### src/rtl/vcve2_vec_ex_sequencer.sv
// vcve2_vec_ex_sequencer: issue-side sequencer for the vector execution path.
// Takes one vector arithmetic request, then walks the destination register a
// 32-bit word at a time: read sources, run the execution block, write back
// with tail byte-enables.
// Optional feature macro: VCVE2_VSEQ_SCALAR_EN (scalar operand B, SEW splat).

package vcve2_vseq_pkg;
   typedef enum logic [5:0] {
      ALU_ADD = 6'd0, ALU_SUB, ALU_XOR, ALU_OR, ALU_AND, ALU_SLL, ALU_SRL,
      ALU_SRA, ALU_MUL, ALU_MAC, ALU_NMSAC, ALU_MADD, ALU_NMSUB
   } alu_op_e;
endpackage

module vcve2_vec_ex_sequencer
   import vcve2_vseq_pkg::*;
#(
   parameter  int unsigned VLEN = 128,
   localparam int unsigned WPR  = VLEN / 32,
   localparam int unsigned WIW  = $clog2(WPR),
   localparam int unsigned VLW  = $clog2(VLEN / 8) + 1
) (
   input  logic             clk_i,
   input  logic             rst_i,
   input  logic             req_valid_i,
   output logic             req_ready_o,
   input  alu_op_e          req_op_i,
   input  logic [2:0]       req_vsew_i,
   input  logic [VLW-1:0]   req_vl_i,
   input  logic [4:0]       req_vs1_i,
   input  logic [4:0]       req_vs2_i,
   input  logic [4:0]       req_vd_i,
   input  logic             req_vx_i,
   input  logic [31:0]      req_scalar_i,
   input  logic             flush_i,
   output logic [5+WIW-1:0] vrf_raddr_a_o,
   output logic [5+WIW-1:0] vrf_raddr_b_o,
   input  logic [31:0]      vrf_rdata_a_i,
   input  logic [31:0]      vrf_rdata_b_i,
   output logic             vrf_we_o,
   output logic [5+WIW-1:0] vrf_waddr_o,
   output logic [31:0]      vrf_wdata_o,
   output logic [3:0]       vrf_wbe_o,
   output alu_op_e          ex_operator_o,
   output logic [31:0]      ex_operand_a_o,
   output logic [31:0]      ex_operand_b_o,
   output logic [31:0]      ex_operand_c_o,
   output logic [2:0]       ex_vsew_o,
   output logic             ex_vec_instr_o,
   output logic             ex_first_cycle_o,
   input  logic             ex_valid_i,
   input  logic [31:0]      ex_result_i,
   output logic             done_o,
   output logic             illegal_o
);

   typedef enum logic [2:0] {S_IDLE, S_ISSUE, S_EXEC, S_WB, S_DONE} state_e;

   state_e         state_q, state_d;
   alu_op_e        op_q;
   logic [2:0]     vsew_q;
   logic [4:0]     vs1_q, vs2_q, vd_q;
   logic [VLW-1:0] nbytes_q, nwords_q;
   logic [WIW-1:0] widx_q;
   logic           illegal_q, first_q;
   logic [31:0]    opa_q, opb_q, opc_q, opc_pre_q, res_q;

   logic           accept;
   logic [VLW-1:0] max_vl, vl_eff, nbytes, nwords;
   logic [VLW-1:0] widx_ext, rem;
   logic           last_word;
   logic [3:0]     wbe_calc;
   logic [31:0]    opb_src;
   logic           use_b_port;

   assign accept = req_valid_i && (state_q == S_IDLE);

   // Request decode: clamp vl to the register capacity at this SEW, derive
   // byte and word counts. Reserved SEW gives zero capacity, hence no words.
   always_comb begin
      max_vl = '0;
      nbytes = '0;
      case (req_vsew_i)
         3'd0:    max_vl = VLW'(VLEN / 8);
         3'd1:    max_vl = VLW'(VLEN / 16);
         3'd2:    max_vl = VLW'(VLEN / 32);
         default: max_vl = '0;
      endcase
      vl_eff = (req_vl_i < max_vl) ? req_vl_i : max_vl;
      case (req_vsew_i)
         3'd0:    nbytes = vl_eff;
         3'd1:    nbytes = vl_eff << 1;
         3'd2:    nbytes = vl_eff << 2;
         default: nbytes = '0;
      endcase
      nwords = (nbytes + VLW'(3)) >> 2;
   end

   // Tail handling: the last word keeps only the bytes still inside vl.
   assign widx_ext  = {{(VLW-WIW){1'b0}}, widx_q};
   assign last_word = (widx_ext == nwords_q - VLW'(1));
   assign rem       = nbytes_q - {1'b0, widx_q, 2'b00};

   // Byte-enable for the word being written back.
   always_comb begin
      wbe_calc = 4'hF;
      if (last_word && rem < VLW'(4)) begin
         case (rem[1:0])
            2'd1:    wbe_calc = 4'h1;
            2'd2:    wbe_calc = 4'h3;
            2'd3:    wbe_calc = 4'h7;
            default: wbe_calc = 4'hF;
         endcase
      end
   end

`ifdef VCVE2_VSEQ_SCALAR_EN
   logic        vx_q;
   logic [31:0] scalar_q, splat;

   // Scalar operand fields, latched with the rest of the request.
   always_ff @(posedge clk_i or posedge rst_i) begin
      if (rst_i) begin
         vx_q     <= 1'b0;
         scalar_q <= '0;
      end else if (accept) begin
         vx_q     <= req_vx_i;
         scalar_q <= req_scalar_i;
      end
   end

   // Replicate the scalar across every element of the word.
   always_comb begin
      case (vsew_q)
         3'd0:    splat = {4{scalar_q[7:0]}};
         3'd1:    splat = {2{scalar_q[15:0]}};
         default: splat = scalar_q;
      endcase
   end

   assign opb_src    = vx_q ? splat : vrf_rdata_b_i;
   assign use_b_port = !vx_q;
`else
   logic unused_scalar;
   assign unused_scalar = ^{req_vx_i, req_scalar_i};
   assign opb_src       = vrf_rdata_b_i;
   assign use_b_port    = 1'b1;
`endif

   // State register.
   always_ff @(posedge clk_i or posedge rst_i) begin
      if (rst_i) state_q <= S_IDLE;
      else       state_q <= state_d;
   end

   // Next state and all handshake/port outputs.
   always_comb begin
      state_d          = state_q;
      req_ready_o      = (state_q == S_IDLE);
      vrf_raddr_a_o    = '0;
      vrf_raddr_b_o    = '0;
      vrf_we_o         = 1'b0;
      vrf_waddr_o      = '0;
      vrf_wdata_o      = '0;
      vrf_wbe_o        = '0;
      ex_operator_o    = ALU_ADD;
      ex_operand_a_o   = '0;
      ex_operand_b_o   = '0;
      ex_operand_c_o   = '0;
      ex_vsew_o        = '0;
      ex_vec_instr_o   = 1'b0;
      ex_first_cycle_o = 1'b0;
      done_o           = 1'b0;
      illegal_o        = 1'b0;

      if (state_q != S_IDLE) begin
         ex_operator_o  = op_q;
         ex_operand_a_o = opa_q;
         ex_operand_b_o = opb_q;
         ex_operand_c_o = opc_q;
         ex_vsew_o      = vsew_q;
      end

      case (state_q)
         S_IDLE: begin
            // Only the accept cycle drives port A: it prefetches vd word 0.
            if (req_valid_i) vrf_raddr_a_o = {req_vd_i, {WIW{1'b0}}};
            if (accept) state_d = (nwords == '0) ? S_DONE : S_ISSUE;
         end
         S_ISSUE: begin
            vrf_raddr_a_o = {vs2_q, widx_q};
            if (use_b_port) vrf_raddr_b_o = {vs1_q, widx_q};
            state_d = S_EXEC;
         end
         S_EXEC: begin
            ex_vec_instr_o   = 1'b1;
            ex_first_cycle_o = first_q;
            if (ex_valid_i) state_d = S_WB;
         end
         S_WB: begin
            // Port A is free here, so it prefetches the next vd word.
            vrf_raddr_a_o = {vd_q, widx_q + WIW'(1)};
            vrf_we_o      = !flush_i;
            vrf_waddr_o   = {vd_q, widx_q};
            vrf_wdata_o   = res_q;
            vrf_wbe_o     = wbe_calc;
            state_d       = last_word ? S_DONE : S_ISSUE;
         end
         S_DONE: begin
            done_o    = !flush_i;
            illegal_o = !flush_i && illegal_q;
            state_d   = S_IDLE;
         end
         default: state_d = S_IDLE;
      endcase

      if (flush_i && state_q != S_IDLE) state_d = S_IDLE;
   end

   // Request latch, word index, operand and result registers.
   always_ff @(posedge clk_i or posedge rst_i) begin
      if (rst_i) begin
         op_q      <= ALU_ADD;
         vsew_q    <= '0;
         vs1_q     <= '0;
         vs2_q     <= '0;
         vd_q      <= '0;
         nbytes_q  <= '0;
         nwords_q  <= '0;
         widx_q    <= '0;
         illegal_q <= 1'b0;
         first_q   <= 1'b0;
         opa_q     <= '0;
         opb_q     <= '0;
         opc_q     <= '0;
         opc_pre_q <= '0;
         res_q     <= '0;
      end else begin
         first_q <= (state_q == S_ISSUE);
         case (state_q)
            S_IDLE: if (accept) begin
               op_q      <= req_op_i;
               vsew_q    <= req_vsew_i;
               vs1_q     <= req_vs1_i;
               vs2_q     <= req_vs2_i;
               vd_q      <= req_vd_i;
               nbytes_q  <= nbytes;
               nwords_q  <= nwords;
               widx_q    <= '0;
               illegal_q <= (req_vsew_i > 3'd2);
               opc_pre_q <= vrf_rdata_a_i;
            end
            S_ISSUE: begin
               opa_q <= vrf_rdata_a_i;
               opb_q <= opb_src;
               opc_q <= opc_pre_q;
            end
            S_EXEC: if (ex_valid_i) res_q <= ex_result_i;
            S_WB: begin
               widx_q    <= widx_q + WIW'(1);
               opc_pre_q <= vrf_rdata_a_i;
            end
            default: ;
         endcase
      end
   end

endmodule

### config.mk
export PLATFORM = sky130hd
export DESIGN_NAME = vcve2_vec_ex_sequencer
export DESIGN_NICKNAME = d
export VERILOG_FILES = /design/src/rtl/vcve2_vec_ex_sequencer.sv
export SDC_FILE = /design/constraint.sdc
export NUM_CORES = 1
export LEC_CHECK = 0
export BUFFER_PORTS_ARGS = -buffer_cell sky130_fd_sc_hd__buf_2
export CAP_MARGIN = 5
export CORE_MARGIN = 4
export CORE_UTILIZATION = 49
export DETAILED_ROUTE_END_ITERATION = 6
export PLACE_DENSITY = 0.77
export SYNTH_ARGS = -nofsm -noshare
export SYNTH_HDL_FRONTEND = slang
export SYNTH_SLANG_ARGS = --single-unit
### constraint.sdc
create_clock -name clk_i -period 8 [get_ports clk_i]
set_input_delay 1.2 -clock clk_i [delete_from_list [all_inputs] [get_ports clk_i]]
set_output_delay 1.2 -clock clk_i [all_outputs]
set_load 0.005 [all_outputs]
After elaboration in Yosys (flattened, before gate mapping)

Index checks and enable logic that the tools add are counted.
W data, S select, Z words.

$add $sub $neg: 4
Magnitude comparators: 3
Eq/ne operators: 13
Mux-type cells: 31
Reductions and logical operators: 14

Operators with widths:

| kind                  | count |
|---|---|
| $mux W32              | 5 |
| $pmux W32 S2          | 1 |
| $pmux W5 S3           | 2 |
| $mux W7               | 3 |
| $pmux W7 S3           | 1 |
| $mux W3               | 6 |
| $pmux W3 S4           | 1 |
| $pmux W4 S3           | 1 |
| $eq A3 B2 Y1 const B  | 3 |
| $mux W4               | 2 |
| $reduce_and A2 Y1     | 4 |
| $eq A3 B1 Y1 const B  | 2 |
| $logic_not A3 Y1      | 2 |
| $mux W6               | 1 |
| $add A5 B2 Y5 const B | 1 |
| $eq A2 B5 Y1          | 1 |
| $logic_not A5 Y1      | 1 |
| $lt A5 B3 Y1 const B  | 1 |
| $lt A5 B5 Y1          | 1 |
| $mux W1               | 5 |
| $mux W5               | 1 |
| $sub A5 B4 Y5         | 1 |
| $eq A2 B2 Y1 const B  | 2 |
| $logic_and A1 B1 Y1   | 4 |
| 13 further kinds      | 13 |

Flip-flop bits (word level): 199
Bits of input ports: 163
Output and inout port bits: 168
Word-level logic and storage cells: 81

Longest topological paths before layout

Gate-level depths: netlist (run 1).

Depth in word-level cells: 11
Gate-level depth with buffers: 9

Worst setup path before layout (run 1)

OpenSTA, ideal clock, no wires.

Path kind: input -> register
Start: input req_vsew_i[2]
End: register nbytes_q[1]
Setup time: 104 ps
Data arrival time: 3000 ps
Required time: 7896 ps
Setup slack: 4897 ps
Cell stages on the path: 9
Buffers on the path: 2
Cells stage by stage: clkbuf_1 > or2_2 > or2_2 > ha_1 > a21oi_1 > o21ai_0 > or2_0 > buf_2 > o41ai_2

Cells in the longest elaborated chain, start to end: 5

Ends and longest elaborated chain:

| what                                 | line   | text |
|---|---|---|
| from (decl)                          | 27     | `input logic [2:0] req_vsew_i,` |
| $eq A3 B2 Y1 (tied with other cells) | 82, 89 |  |
| $pmux W5 S3                          | 82     | `case (req_vsew_i)` |
| $lt A5 B5 Y1                         | 88     | `vl_eff = (req_vl_i < max_vl) ? req_vl_i : max_vl;` |
| $mux W5                              | 88     |  |
| $pmux W5 S3 (*)                      | 89     | `case (req_vsew_i)` |
| to (signal assigned)                 | 246    | `nbytes_q <= nbytes;` |
| to (decl)                            | 62     | `logic [VLW-1:0] nbytes_q, nwords_q;` |

Every way passes the cells marked *; elsewhere a longest branch is shown, timed or not.
A chain may end at the register's enable or synchronous reset.

Worst setup path after layout (run 1)

Start: register state_q[1]
End: output vrf_raddr_a_o[1]

Cells in the longest elaborated chain, start to end: 2

Ends and longest elaborated chain:

| what                                 | line | text |
|---|---|---|
| from (decl)                          | 58   | `state_e state_q, state_d;` |
| from (signal assigned)               | 152  | `else state_q <= state_d;` |
| $eq A3 B2 Y1 (tied with other cells) | 183  | `case (state_q)` |
| $pmux W7 S3 (*)                      | 183  |  |
| to (decl)                            | 35   | `output logic [5+WIW-1:0] vrf_raddr_a_o,` |

Marked as above.

==> results.tsv, run 1 <==
metric	value	unit
max_freq	266	MHz
clkSinkCount	199	
syn_area	9090	sq um
drc	0	
via_count	6739	
routed_wl	22500	um
worstHoldStart	opc_pre_q[25]	
dr.pass1.iters	5	
r2r-start	state_q[0]	
clock_latency	0.44	ns
final_common_cell	buf_2	
synth.distinct_cells	52	
critical_path_required	6.80	ns
cts_resized	0	
postRouteAntennaNets	0	
drive_gt1_frac	0.430	
ios	331	
async_reset_ff_frac	1.00	
root_buffer	clkbuf_16	
cp.arrival	2.56	ns
die_area	20800	sq um
fill_cells	1508	
path_clk_slew	0.08	ns
gp_congestion	0.872	
post_cts_buffers	0	
cp_num_buf_inv	2	
worst_ir_drop_vdd	0.157	mV
synth_edf_count	0	
mostFrequentLayoutCells	297 x buf_2, 199 x dfrtp_1, 175 x nand2_1	
hold_viol	0	
max_slew.worst_pin.slew	1.14	ns
io_buffers	297	
slew_violations	0	
holdPathStages	2	
r2r_slack	4.73	ns
grt_pass1_wl	35000	um
fin_nets	1262	
vias_per_cell	5.04	
synth_nets	991	
clk_path_buf_depth	2	
r2r-end	nwords_q[0]	
ys.warnings.count	0	
cts_tree	built	
ff2ff_path_depth	5	
synth_seq_area_share	0.548	
grt_max_degree	124	
initial_utilization	0.503	
htree_num_levels	4	
slowest_delay	0.60	ns
grt_pass1_vias	6843	
syn_to_final_growth	23.9	%
end_kind	output pin	
hold_path_end	opc_pre_q[25]	
multi_input_area	3830	sq um
seq_area	4980	sq um
hold_buffers	0	
crit_fanout	42	
grt-ovfl-total	0	
hp-class	reg -> reg	
die_h	144	um
wire_per_inst	16.8	um
grt_setup_unrepaired	false	
start_kind	register	
synth_ff_type	dfrtp_1	
drtIter0Drc	265	
synth_seq_cells	199	
fin_crit	3.76	ns
status	completed	
grt_use_total	0.214	
critical_path_class	reg -> out	
cpMaxStageDelayCell	inv_2	
crit_family	buffers and inverters	
core-area	18100	sq um
fin_skew	0.0159	ns
total_power	3.52	mW
syn_inst	821	
fin_crit_sh	0.470	
fp.dieW	144	um
synth.avg_cell_area	11.1	sq um
max_slew_margin	0.237	
cap_violations	0	
std_cell_rows	49	
cp_cell_sequence	nand3b_1, inv_2, nand2_1, o21ai_0, buf_2	
hpwlAfterDp	15800	um
p_leak	5.79	nW
tns	0	ns
cts_buffers	17	
antenna_found_initial	3	
finalSetupViolations	0	
powerDensity	312	nW/um^2
## cell families (layout without fill, tap and decap cells)
group,Yosys count,after routing,synth area share
AO/OA/AOI/OAI,49,49,0.0376
XOR/XNOR,6,6,0.00578
adder cells (fa/ha/maj),7,7,0.0105
buffers and inverters,65,348,0.0323
flip-flops,199,199,0.548
multiplexers,132,132,0.163
other,0,4,0
AND/OR/NAND/NOR,363,363,0.203
## registers in the layout, summed over array words and instances (netlist names), 2 cells and up
name	cells
vs2_q	5
vd_q	5
vsew_q	3
widx_q	2
opa_q	32
op_q	6
opc_pre_q	32
res_q	32
nbytes_q	5
vs1_q	5
opb_q	32
state_q	3
nwords_q	3
opc_q	32
## report_power, final
| group | internal (mW) | switching [mW] |
|---|---|---|
| Clock | 0.439 | 0.400 |
| Combinational | 0.578 | 0.469 |
| Sequential | 1.43 | 0.200 |
## routing by layer
metal / wire length, um / GRT usage
met1: 9070 / 0.257
met2: 11100 / 0.364
met3: 2050 / 0.0771
met4: 335 / 0.0648
met5: 0 / 0
## stage by stage
| step | util | hold slack, ns | setup slack [ns] | cells | instance area, sq um |
|---|---|---|---|---|---|
| floorplan | - | 0.433 | 1.37 | 821 | 9090 |
| global placement | 0.591 | 0.444 | 4.49 | 1302 | 10700 |
| detailed placement | 0.591 | 0.451 | 4.50 | 1302 | 10700 |
| CTS | 0.622 | 0.467 | 4.16 | 1333 | 11300 |
| global route | 0.623 | 0.489 | 3.97 | 1335 | 11300 |
| finish | 0.623 | 0.464 | 4.24 | 1337 | 11300 |
## how the worst max path moves through the flow
stage | startpoint | endpoint | slack, ns | cells after the start
2_1_floorplan | rst_i | first_q | 1.37 | 1
6_report | state_q[1] | vrf_raddr_a_o[1] | 4.24 | 5
5_1_grt | state_q[0] | vrf_raddr_a_o[1] | 3.97 | 5
3_3_place_gp | req_valid_i | vrf_raddr_a_o[4] | 4.49 | 5
4_1_cts | state_q[0] | vrf_raddr_a_o[1] | 4.16 | 5
3_5_place_dp | req_valid_i | vrf_raddr_a_o[4] | 4.50 | 5
## synthesized netlist by cell type (all sizes together) (3+ instances only)
cell      n  area [sq um]
o21a      3          22.5
dfrtp   199          4980
nand3     3          15.0
clkbuf   22          82.6
or2       4          25.0
buf      30           163
and2     49           307
nor2      8          32.5
o21ai    11          55.1
a221o     5          50.1
nor3      3          26.3
nor3b     3          27.5
mux2    130          1460
xnor2     4          35.0
a21oi     9          45.0
nand2   176           663
nor4b     3          26.3
ha        6          75.1
inv      13          48.8
a211oi    3          22.5
o32ai     3          26.3
a21o      3          22.5
nor2b   106           663
## cell type report
cell class,count,area share
sequential,199,0.442
multi-input combinational,557,0.340
timing repair buffer,304,0.137
clock buffer,18,0.0381
tap,229,0.0254
clock inverter,13,0.0123
inverter,13,0.00500
antenna,4,0.000888
## worst min-delay path, cell delays in order, from the launching register on
cell     delay [ns]
dfrtp_1        0.34
nand2_1        0.05
nand2_1        0.04
Power figures use the tool's default switching activity.
==> run 2: changes to the inputs <==
--- a/config.mk
+++ b/config.mk
@@ -5,12 +5,13 @@
 export SDC_FILE = /design/constraint.sdc
 export NUM_CORES = 1
 export LEC_CHECK = 0
+export ABC_AREA = 1
 export BUFFER_PORTS_ARGS = -buffer_cell sky130_fd_sc_hd__buf_2
 export CAP_MARGIN = 5
 export CORE_MARGIN = 4
 export CORE_UTILIZATION = 49
 export DETAILED_ROUTE_END_ITERATION = 6
-export PLACE_DENSITY = 0.77
+export PLACE_DENSITY = 0.78
 export SYNTH_ARGS = -nofsm -noshare
 export SYNTH_HDL_FRONTEND = slang
 export SYNTH_SLANG_ARGS = --single-unit
==> constraint.sdc (replaced) <==
create_clock -name clk_i -period 3.6 [get_ports clk_i]
set_input_delay 0.54 -clock clk_i [delete_from_list [all_inputs] [get_ports clk_i]]
set_output_delay 0.54 -clock clk_i [all_outputs]
set_load 0.005 [all_outputs]
==> results.tsv, run 2 <==
metric	value	unit	change
status	completed		unchanged
crit_path_start	state_q[0]		was state_q[1]
fin_crit_sh	0.837		
endpoint	ex_operand_c_o[14]		was vrf_raddr_a_o[1]
yosys-top-cells-count	205 x nand2_1, 199 x dfrtp_1, 191 x nor2_1, 178 x inv_1, 133 x o21ai_0		was 199 x dfrtp_1, 175 x nand2_1, 129 x mux2_2, 106 x nor2b_1, 49 x and2_1
grtUsageMet1	0.287		was 0.257
r2r_slack	1.32	ns	was 4.73 ns
ff2ff_path_depth	4		was 5
std_cell_rows	49		unchanged
core-area	17900	sq um	was 18,100 sq um
crit_fanout	109		was 42
routed_wl	22400	um	was 22,500 um
cts_tree	built		unchanged
clk_path_buf_depth	2		unchanged
vias_per_cell	4.84		was 5.04
drtIter0Drc	467		was 265
syn_area	8900	sq um	was 9090 sq um
hold_buffers	0		unchanged
fin_skew	0.0107	ns	was 0.0159 ns
die_h	143	um	was 144 um
synth.avg_cell_area	8.16	sq um	was 11.1 sq um
initial_utilization	0.497		was 0.503
p_seq_frac	0.382		was 0.464
cts_buffers	17		unchanged
p_comb_frac	0.418		was 0.298
p_sw_frac	0.397		was 0.304
synth_top_area_frac	0.560		was 0.548
fp.dieW	143	um	was 144 um
grt_pass1_vias	7615		was 6,843
root_buffer	clkbuf_16		unchanged
path_clk_slew	0.07	ns	was 0.08 ns
antenna_found_initial	0		was 3
hpwlAfterDp	15700	um	was 15,800 um
clock_latency	0.43	ns	was 0.44 ns
worstHoldStart	req_vs2_i[0]		was opc_pre_q[25]
tns	0	ns	unchanged
critical_path_required	3.06	ns	was 6.80 ns
drive_gt1_frac	0.276		was 0.430
finalSetupViolations	0		unchanged
syn_to_final_growth	25.2	%	was 23.9%
fin_util	0.622		was 0.623
r2r-end	opc_pre_q[26]		was nwords_q[0]
worst_ir_drop_vdd	0.638	mV	was 0.157 mV
wire_per_inst	14.0	um	was 16.8 um
drc	0		unchanged
yosysMostFrequentCell	nand2_1		was dfrtp_1
yosys.area.top_type	dfrtp_1		unchanged
synth_ff_type	dfrtp_1		unchanged
synth_area_leaders	dfrtp_1 56%, nand2_1 8.6%, nor2_1 8.1%		was dfrtp_1 55%, mux2_2 16%, nor2b_1 7.3%
end_kind	output pin		unchanged
via_count	7748		was 6,739
dr.pass1.iters	5		unchanged
max_freq	332	MHz	
grt-ovfl-total	0		unchanged
cp.arrival	2.47	ns	was 2.56 ns
ys.warnings.count	0		unchanged
powerDensity	852	nW/um^2	was 312 nW/um^2
cts_resized	0		unchanged
place_area	10600	sq um	was 10,700 sq um
hold_viol	0		unchanged
async_reset_ff_frac	1.00		unchanged
globalRouteMet3Util	0.0596		was 0.0771
mostFrequentLayoutCells	297 x buf_2, 203 x nand2_1, 199 x dfrtp_1		was 297 x buf_2, 199 x dfrtp_1, 175 x nand2_1
max_slew.worst_pin.slew	1.16	ns	was 1.14 ns
clkSinkCount	199		unchanged
fin_nets	1528		was 1,262
total_power	9.49	mW	was 3.52 mW
final_common_cell	buf_2		unchanged
start_kind	register		unchanged
met2_usage	0.380		was 0.364
grt_max_degree	194		was 124
synth_seq_cells	199		unchanged
r2r-start	state_q[2]		was state_q[0]
gp_congestion	0.825		was 0.872
synth_edf_count	0		unchanged
switching_power	3.77	mW	was 1.07 mW
antenna_cells	0		was 4
htree_num_levels	4		unchanged
fin_crit	3.01	ns	
synth_nets	1260		was 991
grt_setup_unrepaired	false		unchanged
cap_violations	0		unchanged
synth.distinct_cells	29		was 52
post_cts_buffers	0		unchanged
syn_inst	1090		was 821
max_slew_margin	0.225		was 0.237
design_area	11100	sq um	was 11,300 sq um
ios	331		unchanged
clockPowerShare	0.200		was 0.238
hp-class	in -> reg		was reg -> reg
slew_violations	0		unchanged
synth_seq_area_share	0.560		was 0.548
p_leak	6.20	nW	was 5.79 nW
fill_cells	1541		was 1,508
grt-busiest-layer	met2		unchanged
grt_pass1_wl	37000	um	was 35,000 um
io_buffers	297		unchanged
postRouteAntennaNets	0		unchanged
grt_use_total	0.225		was 0.214
p_int	5.72	mW	was 2.45 mW
critical_path_class	reg -> out		unchanged
die_area	20400	sq um	was 20,800 sq um
## run 2: cell types whose count changed after synthesis, sizes merged, moves of 38 or more
cell,delta
mux2,-116
a21oi,+38
nor2b,-105
and2,-49
nor2,+187
inv,+170
o21ai,+122
## run 2: critical path, stage by stage, from the launching register on
cell and delay [ns]:
dfrtp_1 0.41, nor2_1 0.15, nand2_1 0.15, clkinv_2 0.06
buf_4 0.79, nor2_1 0.15, buf_2 0.19
## run 2: logic make-up after synthesis
group / after synthesis / share of synthesized area
AND/OR/NAND/NOR: 446 / 0.202
flip-flops: 199 / 0.560
AO/OA/AOI/OAI: 183 / 0.105
buffers and inverters: 240 / 0.103
adder cells (fa/ha/maj): 7 / 0.0107
XOR/XNOR: 1 / 0.000984
multiplexers: 14 / 0.0177
## run 2: routing by layer
metal  share of wire  wire length [um]
met1            0.41              9290
met2            0.48             10800
met3           0.086              1920
met4           0.016               367
met5               0                 0
## run 2: power groups by stage
stage | Sequential, mW | Clock, mW | Combinational (mW)
global placement | 3.61 | 0 | 3.90
global route | 3.72 | 2.05 | 4.59
detailed placement | 3.66 | 0 | 4.01
finish | 3.62 | 1.90 | 3.97
floorplan | 3.57 | 0 | 2.62
CTS | 3.62 | 1.95 | 4.05
## run 2: area by class of cell
cell class / count / area, sq um / share of cell area
flip-flops and latches: 199 / 4980 / 0.447
multi-input cells: 651 / 3010 / 0.270
repair buffers: 306 / 1590 / 0.143
inverters: 183 / 692 / 0.0621
clock buffers: 18 / 429 / 0.0385
well taps: 229 / 287 / 0.0257
clock inverters: 14 / 155 / 0.0139
## run 2: worst min-delay path by stage
stage	to	slack (ns)	depth (start not counted)
global route	opb_q[9]	0.30	3
global placement	vs2_q[2]	0.45	2
finish	vs2_q[0]	0.31	3
floorplan	vs2_q[0]	0.44	2
detailed placement	opc_q[28]	0.46	2
CTS	vs2_q[0]	0.29	3
## run 2: metrics by stage
| step | hold slack, ns | instances | setup WS, ns |
|---|---|---|---|
| 3_5_place_dp | 0.464 | 1568 | 0.519 |
| 4_1_cts | 0.294 | 1600 | 0.599 |
| 5_1_grt | 0.305 | 1600 | 0.392 |
| 2_1_floorplan | 0.442 | 1090 | 0.486 |
| 6_report | 0.310 | 1600 | 0.586 |
| 3_3_place_gp | 0.454 | 1568 | 0.671 |
==> run 3: changes to the inputs <==
--- a/config.mk
+++ b/config.mk
@@ -9,9 +9,9 @@
 export BUFFER_PORTS_ARGS = -buffer_cell sky130_fd_sc_hd__buf_2
 export CAP_MARGIN = 5
 export CORE_MARGIN = 4
-export CORE_UTILIZATION = 49
+export CORE_UTILIZATION = 45
 export DETAILED_ROUTE_END_ITERATION = 6
-export PLACE_DENSITY = 0.78
+export PLACE_DENSITY = 0.75
 export SYNTH_ARGS = -nofsm -noshare
 export SYNTH_HDL_FRONTEND = slang
 export SYNTH_SLANG_ARGS = --single-unit
==> constraint.sdc (replaced) <==
create_clock -name clk_i -period 2.69 [get_ports clk_i]
set_input_delay 0.4035 -clock clk_i [delete_from_list [all_inputs] [get_ports clk_i]]
set_output_delay 0.4035 -clock clk_i [all_outputs]
set_load 0.005 [all_outputs]
==> results.tsv, run 3 (synthesis gave the netlist of run 2 again) <==
metric	value	unit	change
max_slew.worst_pin.slew	0.823	ns	was 1.16 ns
hold_buffers	0		unchanged
crit_fanout	3		was 109
start_kind	register		unchanged
end_kind	output pin		unchanged
slew_violations	0		unchanged
ios	331		unchanged
fin_skew	0.0110	ns	was 0.0107 ns
fp.dieW	149	um	was 143 um
clock_latency	0.42	ns	was 0.43 ns
wire_per_inst	13.8	um	was 14.0 um
finalSetupViolations	0		unchanged
critical_path_class	reg -> out		unchanged
powerDensity	1130	nW/um^2	was 852 nW/um^2
max_freq	385	MHz	
total_power	12.9	mW	was 9.49 mW
fin_nets	1545		was 1,528
drc	0		unchanged
mostFrequentLayoutCells	297 x buf_2, 203 x nand2_1, 199 x dfrtp_1		unchanged
clkSinkCount	199		unchanged
cts_tree	built		unchanged
worst_ir_drop_vdd	0.482	mV	was 0.638 mV
via_count	7829		was 7,748
path_clk_slew	0.07	ns	about the same
grt_pass1_vias	7678		was 7,615
htree_num_levels	4		unchanged
p_leak	6.30	nW	was 6.20 nW
crit_path_start	nwords_q[0]		was state_q[0]
dr.pass1.iters	5		unchanged
grt_max_degree	121		was 194
die_h	149	um	was 143 um
cap_violations	0		unchanged
std_cell_rows	51		was 49
r2r_slack	0.80	ns	was 1.32 ns
r2r-start	state_q[2]		unchanged
critical_path_required	2.29	ns	was 3.06 ns
drtIter0Drc	415		was 467
fill_cells	1757		was 1,541
root_buffer	clkbuf_16		unchanged
antenna_found_initial	2		was 0
clk_path_buf_depth	2		unchanged
vias_per_cell	4.73		was 4.84
hpwlAfterDp	16500	um	was 15,700 um
die_area	22100	sq um	was 20,400 sq um
hold_viol	0		unchanged
gp_congestion	0.828		was 0.825
fin_crit_sh	0.965		
fin_crit	2.60	ns	
io_buffers	297		unchanged
tns	0	ns	unchanged
cts_buffers	17		unchanged
fin_util	0.585		was 0.622
core-area	19500	sq um	was 17,900 sq um
cp.arrival	2.19	ns	was 2.47 ns
postRouteAntennaNets	0		unchanged
dp_cells	1617		was 1,568
syn_to_final_growth	28.0	%	was 25.2%
status	completed		unchanged
max_slew_margin	0.450		was 0.225
hp-class	in -> async		was in -> reg
grt-ovfl-total	0		unchanged
final_common_cell	buf_2		unchanged
routed_wl	22800	um	was 22,400 um
final_cells	1654		was 1,600
initial_utilization	0.457		was 0.497
drive_gt1_frac	0.286		was 0.276
grt_pass1_wl	37800	um	was 37,000 um
grt_use_total	0.210		was 0.225
-- run 3: stage by stage --
stage	area (sq um)	hold WS [ns]	setup WS, ns
2_1_floorplan	8900	0.442	-0.288
3_3_place_gp	10800	0.455	0.266
3_5_place_dp	10800	0.466	0.113
4_1_cts	11400	0.141	0.0359
5_1_grt	11400	0.159	-0.0286
6_report	11400	0.136	0.0949
-- run 3: path summary, 6_finish.rpt --
kind / end / depth (start not counted)
worst max-delay path: vrf_wbe_o[2] / 8
worst min-delay path: op_q[1] / 2
worst max register to register: opc_pre_q[21] / 5
worst min register to register: opc_q[14] / 2
max in group asynchronous: res_q[27] / 3
min in group clk_i: vs2_q[3] / 3
-- run 3: critical path, stage by stage (launching register included) --
cell,delay [ns]
dfrtp_1,0.37
inv_1,0.07
ha_1,0.31
xnor2_1,0.13
a21oi_1,0.17
nand2_1,0.13
a211oi_2,0.32
a21oi_1,0.12
buf_2,0.15
-- run 3: layout make-up --
cell class | instances | area, sq um | share of cell area
antenna | 1 | 2.50 | 0.000220
clock inverter | 13 | 138 | 0.0121
clock buffer | 19 | 443 | 0.0389
multi-input combinational | 651 | 3010 | 0.265
inverter | 183 | 692 | 0.0607
sequential | 199 | 4980 | 0.437
tap | 265 | 332 | 0.0291
timing repair buffer | 323 | 1790 | 0.157
-- run 3: power breakdown --
part           internal (mW)  switching [mW]  total (mW)
combinational           2.11            3.43        5.54
sequential              4.39           0.452        4.84
clock                   1.27            1.23        2.50
-- run 3: routing by layer --
| layer | GRT usage | vias up | routed length, um |
|---|---|---|---|
| li1 | - | 3896 | - |
| met1 | 0.284 | 3626 | 10100 |
| met2 | 0.339 | 280 | 10700 |
| met3 | 0.0536 | 27 | 1640 |
| met4 | 0.0564 | 0 | 328 |
| met5 | 0 | - | 0 |
-- run 3: what timing repair did --
action / in CTS / in global routing
resized for setup: 1 / 0
pin swaps: 0 / 2
setup buffers: 0 / 4
endpoints found under the setup margin: 3 / 3
